--- src/rtl/traffic_phase_ctrl_if.sv ---
`timescale 1ns/1ps
`default_nettype none
// +------------------------------------------------------------------------+
// | Module   : traffic_phase_ctrl_if                                       |
// | Purpose  : Bundles the phase sequencer's request and status signals.   |
// |            master = the sequencer, slave = display/countdown side.     |
// | Signals  : night     - level request for flashing-yellow mode          |
// |            street_a  - street A light, one-hot {red,yellow,green}      |
// |            street_b  - street B light, same encoding                   |
// |            count_a   - seconds left in A's current light, minus 1      |
// |            count_b   - seconds left in B's current light, minus 1      |
// |            tick      - one-cycle pulse on each 1 s boundary            |
// |            phase     - current sequencer state, for debug              |
// | Revision : 1.0 - initial release                                       |
// +------------------------------------------------------------------------+
interface traffic_phase_ctrl_if;
  logic       night;
  logic [2:0] street_a;
  logic [2:0] street_b;
  logic [5:0] count_a;
  logic [5:0] count_b;
  logic       tick;
  logic [2:0] phase;

  modport master (
    input  night,
    output street_a, street_b, count_a, count_b, tick, phase
  );

  modport slave (
    output night,
    input  street_a, street_b, count_a, count_b, tick, phase
  );
endinterface
`default_nettype wire

--- src/rtl/traffic_phase_ctrl.sv ---
`timescale 1ns/1ps
`default_nettype none
// +------------------------------------------------------------------------+
// | Module   : traffic_phase_ctrl                                          |
// | Purpose  : Two-street intersection phase sequencer with a built-in     |
// |            1 s tick divider, per-street countdowns and a night         |
// |            flashing-yellow mode.                                       |
// | Ports    : clk  - system clock, rising edge                            |
// |            rst  - synchronous active-high reset, dominates all inputs  |
// |            bus  - traffic_phase_ctrl_if.master (night in; lights,      |
// |                   countdowns, tick and phase out)                      |
// | Revision : 1.0 - initial release                                       |
// +------------------------------------------------------------------------+
module traffic_phase_ctrl #(
  parameter int TICK_DIV = 50_000_000,
  parameter int GREEN_S  = 45,
  parameter int YELLOW_S = 5,
  parameter int ALLRED_S = 2
) (
  input  wire logic             clk,
  input  wire logic             rst,
  traffic_phase_ctrl_if.master  bus
);

  typedef enum logic [2:0] {
    ALL_RED1 = 3'd0,
    A_GREEN  = 3'd1,
    A_YELLOW = 3'd2,
    ALL_RED2 = 3'd3,
    B_GREEN  = 3'd4,
    B_YELLOW = 3'd5,
    FLASH    = 3'd6
  } state_t;

  localparam int                 c_DIV_W    = (TICK_DIV > 2) ? $clog2(TICK_DIV) : 1;
  localparam logic [c_DIV_W-1:0] c_DIV_LAST = c_DIV_W'(TICK_DIV - 1);
  // tick is registered, so it is armed one count early
  localparam logic [c_DIV_W-1:0] c_DIV_PRE  = c_DIV_W'(TICK_DIV - 2);
  localparam logic [c_DIV_W-1:0] c_DIV_ONE  = c_DIV_W'(1);

  localparam int         c_RED_S  = 2*ALLRED_S + GREEN_S + YELLOW_S;
  localparam logic [5:0] c_RED_LD = 6'(c_RED_S - 1);
  localparam logic [5:0] c_GRN_LD = 6'(GREEN_S - 1);
  localparam logic [5:0] c_YEL_LD = 6'(YELLOW_S - 1);
  localparam logic [5:0] c_ARD_LD = 6'(ALLRED_S - 1);

  localparam logic [2:0] c_RED  = 3'b100;
  localparam logic [2:0] c_YEL  = 3'b010;
  localparam logic [2:0] c_GRN  = 3'b001;
  localparam logic [2:0] c_DARK = 3'b000;

  function automatic logic [2:0] f_light_a(input state_t s, input logic fb);
    case (s)
      A_GREEN:  return c_GRN;
      A_YELLOW: return c_YEL;
      FLASH:    return fb ? c_YEL : c_DARK;
      default:  return c_RED;
    endcase
  endfunction

  function automatic logic [2:0] f_light_b(input state_t s, input logic fb);
    case (s)
      B_GREEN:  return c_GRN;
      B_YELLOW: return c_YEL;
      FLASH:    return fb ? c_YEL : c_DARK;
      default:  return c_RED;
    endcase
  endfunction

  // Street counter reload for a freshly shown colour
  function automatic logic [5:0] f_colour_ld(input logic [2:0] l);
    case (l)
      c_GRN:   return c_GRN_LD;
      c_YEL:   return c_YEL_LD;
      default: return c_RED_LD;
    endcase
  endfunction

  // Phase timer reload on state entry
  function automatic logic [5:0] f_state_ld(input state_t s);
    case (s)
      ALL_RED1, ALL_RED2: return c_ARD_LD;
      A_GREEN,  B_GREEN:  return c_GRN_LD;
      A_YELLOW, B_YELLOW: return c_YEL_LD;
      default:            return 6'd0;
    endcase
  endfunction

  function automatic state_t f_succ(input state_t s);
    case (s)
      ALL_RED1: return A_GREEN;
      A_GREEN:  return A_YELLOW;
      A_YELLOW: return ALL_RED2;
      ALL_RED2: return B_GREEN;
      B_GREEN:  return B_YELLOW;
      default:  return ALL_RED1;
    endcase
  endfunction

  logic [c_DIV_W-1:0] r_div;
  logic               r_tick;
  state_t             r_state;
  logic               r_flash;
  logic [5:0]         r_timer;
  logic [5:0]         r_cnt_a;
  logic [5:0]         r_cnt_b;

  state_t             w_state_nxt;
  logic               w_flash_nxt;
  logic [5:0]         w_timer_nxt;
  logic [5:0]         w_cnt_a_nxt;
  logic [5:0]         w_cnt_b_nxt;

  always_ff @(posedge clk) begin
    if (rst) begin
      r_div   <= '0;
      r_tick  <= 1'b0;
      r_state <= ALL_RED1;
      r_flash <= 1'b0;
      r_timer <= c_ARD_LD;
      r_cnt_a <= c_ARD_LD;
      r_cnt_b <= c_RED_LD;
    end else begin
      r_div   <= (r_div == c_DIV_LAST) ? '0 : r_div + c_DIV_ONE;
      r_tick  <= (r_div == c_DIV_PRE);
      r_state <= w_state_nxt;
      r_flash <= w_flash_nxt;
      r_timer <= w_timer_nxt;
      r_cnt_a <= w_cnt_a_nxt;
      r_cnt_b <= w_cnt_b_nxt;
    end
  end

  always_comb begin
    w_state_nxt = r_state;
    w_flash_nxt = r_flash;
    w_timer_nxt = r_timer;
    w_cnt_a_nxt = r_cnt_a;
    w_cnt_b_nxt = r_cnt_b;
    if (r_tick) begin
      if (r_state == FLASH) begin
        if (bus.night) begin
          w_flash_nxt = ~r_flash;
        end else begin
          // Leave flashing through the same point reset starts from
          w_state_nxt = ALL_RED1;
          w_flash_nxt = 1'b0;
          w_timer_nxt = c_ARD_LD;
          w_cnt_a_nxt = c_ARD_LD;
          w_cnt_b_nxt = c_RED_LD;
        end
      end else begin
        if (r_timer == 6'd0) begin
          // Night is only honoured at the end of an all-red clearance,
          // so green and yellow always run their full length.
          if (bus.night && (r_state == ALL_RED1 || r_state == ALL_RED2)) begin
            w_state_nxt = FLASH;
          end else begin
            w_state_nxt = f_succ(r_state);
          end
          w_timer_nxt = f_state_ld(w_state_nxt);
        end else begin
          w_timer_nxt = r_timer - 6'd1;
        end

        if (w_state_nxt == FLASH) begin
          w_cnt_a_nxt = 6'd0;
          w_cnt_b_nxt = 6'd0;
        end else begin
          // A counter reloads only when its street's colour changes
          if (f_light_a(w_state_nxt, 1'b0) != f_light_a(r_state, 1'b0)) begin
            w_cnt_a_nxt = f_colour_ld(f_light_a(w_state_nxt, 1'b0));
          end else begin
            w_cnt_a_nxt = r_cnt_a - 6'd1;
          end
          if (f_light_b(w_state_nxt, 1'b0) != f_light_b(r_state, 1'b0)) begin
            w_cnt_b_nxt = f_colour_ld(f_light_b(w_state_nxt, 1'b0));
          end else begin
            w_cnt_b_nxt = r_cnt_b - 6'd1;
          end
        end
      end
    end
  end

  assign bus.street_a = f_light_a(r_state, r_flash);
  assign bus.street_b = f_light_b(r_state, r_flash);
  assign bus.count_a  = r_cnt_a;
  assign bus.count_b  = r_cnt_b;
  assign bus.tick     = r_tick;
  assign bus.phase    = r_state;

endmodule
`default_nettype wire

--- src/flat_wrapper.sv ---
// flat-port wrapper written by rule: the top's interface ports become plain ports
module traffic_phase_ctrl_flat 
#(
  parameter int TICK_DIV = 50_000_000,
  parameter int GREEN_S  = 45,
  parameter int YELLOW_S = 5,
  parameter int ALLRED_S = 2
)
  (clk, rst, bus_night, bus_street_a, bus_street_b, bus_count_a, bus_count_b, bus_tick, bus_phase);
  traffic_phase_ctrl_if bus_i ();
  input  wire logic clk;
  input  wire logic rst;
  input wire logic [$bits(bus_i.night)-1:0] bus_night;
  output wire logic [$bits(bus_i.street_a)-1:0] bus_street_a;
  output wire logic [$bits(bus_i.street_b)-1:0] bus_street_b;
  output wire logic [$bits(bus_i.count_a)-1:0] bus_count_a;
  output wire logic [$bits(bus_i.count_b)-1:0] bus_count_b;
  output wire logic [$bits(bus_i.tick)-1:0] bus_tick;
  output wire logic [$bits(bus_i.phase)-1:0] bus_phase;
  assign bus_i.night = bus_night;
  assign bus_street_a = bus_i.street_a;
  assign bus_street_b = bus_i.street_b;
  assign bus_count_a = bus_i.count_a;
  assign bus_count_b = bus_i.count_b;
  assign bus_tick = bus_i.tick;
  assign bus_phase = bus_i.phase;
  traffic_phase_ctrl #(.TICK_DIV(TICK_DIV), .GREEN_S(GREEN_S), .YELLOW_S(YELLOW_S), .ALLRED_S(ALLRED_S)) u_core (.clk(clk), .rst(rst), .bus(bus_i));
endmodule
--- config.mk ---
export PLATFORM = sky130hd
export DESIGN_NAME = traffic_phase_ctrl_flat
export DESIGN_NICKNAME = d
export VERILOG_FILES = /design/src/rtl/traffic_phase_ctrl_if.sv /design/src/rtl/traffic_phase_ctrl.sv /design/src/flat_wrapper.sv
export SDC_FILE = /design/constraint.sdc
export NUM_CORES = 1
export LEC_CHECK = 0
export CAP_MARGIN = 20
export CORE_MARGIN = 2
export CORE_UTILIZATION = 47
export DETAILED_ROUTE_END_ITERATION = 10
export GPL_TIMING_DRIVEN = 0
export PLACE_DENSITY = 0.69
export RECOVER_POWER = 100
export SLEW_MARGIN = 20
export SYNTH_ARGS = -nofsm -noshare
export SYNTH_HDL_FRONTEND = slang
export SYNTH_SLANG_ARGS = --single-unit
--- constraint.sdc ---
create_clock -name clk -period 3.2 [get_ports clk]
set_input_delay 0.48 -clock clk [delete_from_list [all_inputs] [get_ports clk]]
set_output_delay 0.48 -clock clk [all_outputs]
set_load 0.01 [all_outputs]
# Yosys cells after proc, flatten, opt, wreduce, memory -nomap -nowiden
# Index checks and enable logic that the tools add are counted.
dict set report word_totals {
  ff_bits 49
  in_bits 3
  elab_cells 99
}
dict set report classes {
  n_addsub 4
  n_eq_ne 25
  muxes 51
  bitwise_logic 1
  n_reduce_logical 11
}
# cell count
set ops {}
lappend ops {{two-way mux 3 bit} 29}
lappend ops {{two-way mux 6 bit} 10}
lappend ops {{== test 26 bit (second input constant)} 2}
lappend ops {{adder 26 x 1 -> 26 bit (second input constant)} 1}
lappend ops {{== test 3 bit (second input constant)} 8}
lappend ops {{one-hot mux 3 bit (2 select lines)} 4}
lappend ops {{one-hot mux 6 bit (2 select lines)} 2}
lappend ops {{== test 3 x 2 -> 1 bit (second input constant)} 7}
lappend ops {{one-hot mux 3 bit (3 select lines)} 2}
lappend ops {{one-hot mux 6 bit (3 select lines)} 1}
lappend ops {{subtractor 6 x 1 -> 6 bit (second input constant)} 3}
lappend ops {{== test 3 x 1 -> 1 bit (second input constant)} 5}
lappend ops {{one-hot mux 3 bit (5 select lines)} 1}
lappend ops {{OR reduction 2 bit} 4}
lappend ops {{zero test 3 bit} 2}
lappend ops {{zero test 6 bit} 1}
lappend ops {{!= test 3 bit} 2}
lappend ops {{AND reduction 2 bit} 2}
lappend ops {{two-way mux 2 bit} 1}
lappend ops {{!= test 2 bit (second input constant)} 1}
lappend ops {{logical AND 1 bit} 1}
lappend ops {{logical OR 1 bit} 1}
lappend ops {{two-way mux 1 bit} 1}
lappend ops {{NOT 1 bit} 1}

# Logic depth before layout (Yosys ltp)
dict set report logic_depth {
  word_depth 25
  mapped_depth 13
  depth_no_buf 12
}

# Least setup slack after synthesis
# Ideal clock, no wire load.
dict set report synth_timing {
  path_kind {register to register}
  start {reg u_core.r_timer[2]}
  end {reg u_core.r_cnt_b[2] (netlist: u_core.bus.count_b[2])}
  setup_ns 0.120
  t_arrival_ns 2.781
  slack_ns 0.300
  path_stages_with_launch 12
  synth_period_minus_slack_ns 2.900
  path_cell_list {dfxtp_1 -> or4_1 -> buf_2 -> nor2_2 -> xnor2_1 -> or3_1 -> ha_1 -> xnor2_1 -> nand2_1 -> o22ai_2 -> a311oi_1 -> a211o_1}
}
dict set report synth_between {
  elab_chain_len 13
  elab_cells_between_ends 15
  classes_between {4 x eq/ne; 10 x mux; 1 x reduce/logical}
}
# item line
set synth_lines {}
lappend synth_lines {{start, declared} traffic_phase_ctrl.sv:104} ;# logic [5:0] r_timer;
lappend synth_lines {{start signal, assigned} traffic_phase_ctrl.sv:120} ;# r_timer <= c_ARD_LD;
lappend synth_lines {{start signal, assigned} traffic_phase_ctrl.sv:128} ;# r_timer <= w_timer_nxt;
lappend synth_lines {{zero test 6 bit *} traffic_phase_ctrl.sv:153} ;# if (r_timer == 6'd0) begin
lappend synth_lines {{two-way mux 3 bit *} traffic_phase_ctrl.sv:153}
lappend synth_lines {{two-way mux 3 bit *} traffic_phase_ctrl.sv:141} ;# if (r_state == FLASH) begin
lappend synth_lines {{two-way mux 3 bit *} traffic_phase_ctrl.sv:140} ;# if (r_tick) begin
lappend synth_lines {{== test 3 bit} traffic_phase_ctrl.sv:62} ;# case (s)
lappend synth_lines {{one-hot mux 3 bit (2 select lines)} traffic_phase_ctrl.sv:62}
lappend synth_lines {{two-way mux 3 bit} traffic_phase_ctrl.sv:166} ;# if (w_state_nxt == FLASH) begin
lappend synth_lines {{two-way mux 3 bit} traffic_phase_ctrl.sv:141}
lappend synth_lines {{two-way mux 3 bit} traffic_phase_ctrl.sv:140}
lappend synth_lines {{!= test 3 bit} traffic_phase_ctrl.sv:176} ;# if (f_light_b(w_state_nxt, 1'b0) != f_light_b(r_state, 1'b0)) begin
lappend synth_lines {{two-way mux 6 bit} traffic_phase_ctrl.sv:176}
lappend synth_lines {{two-way mux 6 bit *} traffic_phase_ctrl.sv:166}
lappend synth_lines {{two-way mux 6 bit *} traffic_phase_ctrl.sv:141}
lappend synth_lines {{end signal, assigned} traffic_phase_ctrl.sv:122} ;# r_cnt_b <= c_RED_LD;
lappend synth_lines {{end signal, assigned} traffic_phase_ctrl.sv:130} ;# r_cnt_b <= w_cnt_b_nxt;
lappend synth_lines {{end, declared} traffic_phase_ctrl.sv:106} ;# logic [5:0] r_cnt_b;
# Mark *: on every way between the ends. The rest lies on a longest branch, timed or not. The select of a mux whose other input is x is not followed.
# A chain may end at the register's enable or synchronous reset.

# Worst setup path in the final report
dict set report layout_timing {
  start {reg u_core.r_timer[0]}
  end {reg u_core.r_cnt_b[2] (netlist: u_core.bus.count_b[2])}
}
# The elaborated chain is that of the path after synthesis.

==> out/summary.txt <==
Top Metal Used - met4
worst-path cell chain - inv_1 > ha_1 > clkbuf_2 > nor2b_2 > nand2_1 > o31ai_1 > inv_1 > ha_1 > xnor2_1 > nand2_1 > o22ai_4 > a311oi_1 > a211o_1
antenna cells - 0
Mean Syn Cell Area - 7.87 µm²
Worst-Margin Slew - 0.936 ns
post-layout min period - 3.06 ns
share of cells above drive strength 1 - 0.0773
die area - 6960 µm²
Nets - 428
Wirelength per Cell - 14.6 µm
Layout Utilization - 0.576
total CTS buffers - 5
final setup vio count - 0
Design Area, Final - 3470 µm²
First DRT Iteration DRCs - 248
ys async rst share - 0
largest net degree at the start of global routing - 16
num rows - 28
vias in the first global route - 2,545
area share of the largest cell type after synthesis - 0.331
P&R area growth vs syn - 17.0%
# IOs - 25
CP max-delay cell - o31ai_1
dpl hpwl - 5250 µm
Mapped Area - 2970 µm²
first-pass GRT wire length - 11,900 µm
Crit Path Class - reg2reg
Post-synth EDFFs - 0
outcome - finished, final reports clean
Crit Path Max Fanout - 9
sequential fraction of the synthesis area - 0.331
max_slew headroom - 0.370
Max Cap Viol - 0
Die H - 83.4 µm
commonest non-fill, non-tap cell in the layout - nor2_1
Netlist cell types - 62
worst skew pair latency - 0.31 ns
Vias per Instance - 5.80
initial antenna violation count - 0
Vias - 2,836
Met2 Routed Length - 3180 µm
Final Hold Viols - 0
DRT Pass-1 Iters - 5
Cells after Synth - 377
clock root cell - clkbuf_8
Hold WS - 0.491 ns
Port Buffer Count - 23
Layout Skew - 0.0126 ns
Worst path max stage delay - 0.42 ns
post-place instance area - 3300 µm²
Synth Flop Type - dfxtp_1
CP Data Required Time - 3.41 ns
Final ANT Viol Nets - 0
CTS tree - done
Tcrit/Tclk final - 0.957
Core Region - 6030 µm²
Startpoint Class - flip-flop
unrepaired setup endpoints after global routing - no
Die W - 83.4 µm
top post-synthesis cells by area - dfxtp_1 33%, nor2_1 7.1%, xor2_1 5.6%
commonest cells after routing, fill and taps aside - 56 x nor2_1, 49 x dfxtp_1, 39 x nand2_1, 22 x inv_1, 22 x dlygate4sd3_1
Reg clk slew, reported paths - 0.10 ns
GRT overflow - 0
Pleak - 1.29 nW
Peak VDD IR - 0.267 mV
DRC viols - 0
Setup crit end kind - flip-flop
post-synth net total - 392
register bit count reported by yosys - 49
HP Class - reg2reg
cell area power density - 329 nW/µm²
routed wl met3 - 367 µm
warnings from Yosys - 0
final wirelength - 7130 µm
total track usage - 0.204
H-tree lvl count - 2
Post-CTS Hold Buffers - 0
top cell type by total area after synthesis - dfxtp_1
TritonCTS Sinks - 49
initial core utilization - 0.492
Worst EP arrival - 3.27 ns
M1 WL - 3470 µm
fillcell total - 582
GPL Wtd Cong - 0.966
max-slew violations - 0
fmax - 327 MHz
clock tree buffer depth - 2
-- state kept, by name, indices dropped and copies added (netlist names) --
signal,count
u_core.bus.count_a,6
u_core.bus.count_b,6
u_core.bus.phase,3
u_core.bus.tick,1
u_core.r_div,26
u_core.r_flash,1
u_core.r_timer,6
-- final timing paths --
| path | cells past startpoint | endpoint | startpoint | slack (ns) |
|---|---|---|---|---|
| setup / recovery | 13 | u_core.bus.count_b[2]$_SDFFE_PP1P_ | u_core.r_timer[0]$_SDFFE_PP1P_ | 0.14 |
| hold / removal | 1 | u_core.r_div[0]$_SDFF_PP0_ | u_core.r_div[0]$_SDFF_PP0_ | 0.49 |
| setup reg to reg | 13 | u_core.bus.count_b[2]$_SDFFE_PP1P_ | u_core.r_timer[0]$_SDFFE_PP1P_ | 0.14 |
| hold reg to reg | 1 | u_core.r_div[0]$_SDFF_PP0_ | u_core.r_div[0]$_SDFF_PP0_ | 0.49 |
-- cell usage after synthesis, drive strengths merged, types with 4 or more instances --
cell / n
and4: 4
a31oi: 5
nor3: 7
nor2: 57
nand2: 39
mux2i: 4
clkbuf: 11
buf: 5
nand4: 8
o311ai: 4
inv: 22
o21ai: 13
o22ai: 5
xnor2: 11
and2: 6
nor2b: 6
xor2: 19
dfxtp: 49
ha: 12
nor4: 7
nand2b: 7
nand3: 14
a21oi: 14
-- cells by family (layout without fill, tap and decap cells) --
kind of cell | Yosys count | in the layout | share of synthesized area
adder cells (fa/ha/maj) | 12 | 12 | 0.0506
AND/OR/NAND/NOR | 171 | 171 | 0.282
multiplexers | 6 | 6 | 0.0224
buffers and inverters | 38 | 75 | 0.0498
flip-flops | 49 | 49 | 0.331
XOR/XNOR | 30 | 30 | 0.0886
AO/OA/AOI/OAI | 71 | 71 | 0.176
-- critical path, delay by kind of cell, from the launching register on --
family	cells	cell delay (ns)
AOI/OAI and AO/OA	4	1.17
and+or+nand+nor	3	0.49
buffers and inverters	3	0.43
adders and majority gates	2	0.40
DFF	1	0.35
xor gates and xnor gates	1	0.14
-- metrics by stage --
step	setup slack [ns]	cells	TNS (ns)	power (mW)
after floorplan	0.300	377	0	0.733
after global placement	-0.374	475	-2.35	0.777
after detailed placement	-0.391	475	-2.35	0.777
after CTS	-0.00714	483	-0.00714	1.15
after global routing	0.0263	489	0	1.19
final	0.138	489	0	1.14
-- per-layer routing --
layer | GRT usage | up-vias
met5 | 0 | -
met4 | 0.0630 | 0
met3 | 0.0318 | 9
met2 | 0.318 | 86
met1 | 0.291 | 1340
li1 | - | 1401
-- layout make-up --
cell class	count	area (µm²)	share of cell area
multi-input combinational	290	1890	0.543
inverter	22	82.6	0.0238
tap	75	93.8	0.0270
sequential	49	981	0.283
timing repair buffer	29	272	0.0783
clock inverter	2	15.0	0.00433
buffer	16	67.6	0.0195
clock buffer	6	72.6	0.0209
-- repair_timing --
item / in CTS / in global routing
hold endpoints to repair: 0 / 0
setup buffers: 0 / 6
gates resized for setup: 4 / 9
endpoints found under the setup margin: 11 / 11
pin swaps: 0 / 3
-- report_power, final --
part | switching (mW) | internal, mW | leakage [nW]
combinational | 0.0951 | 0.0580 | 0.857
sequential | 0.00588 | 0.615 | 0.396
clock | 0.212 | 0.154 | 0.0374
total | 0.313 | 0.827 | 1.29
(Power assumes the default switching activity.)
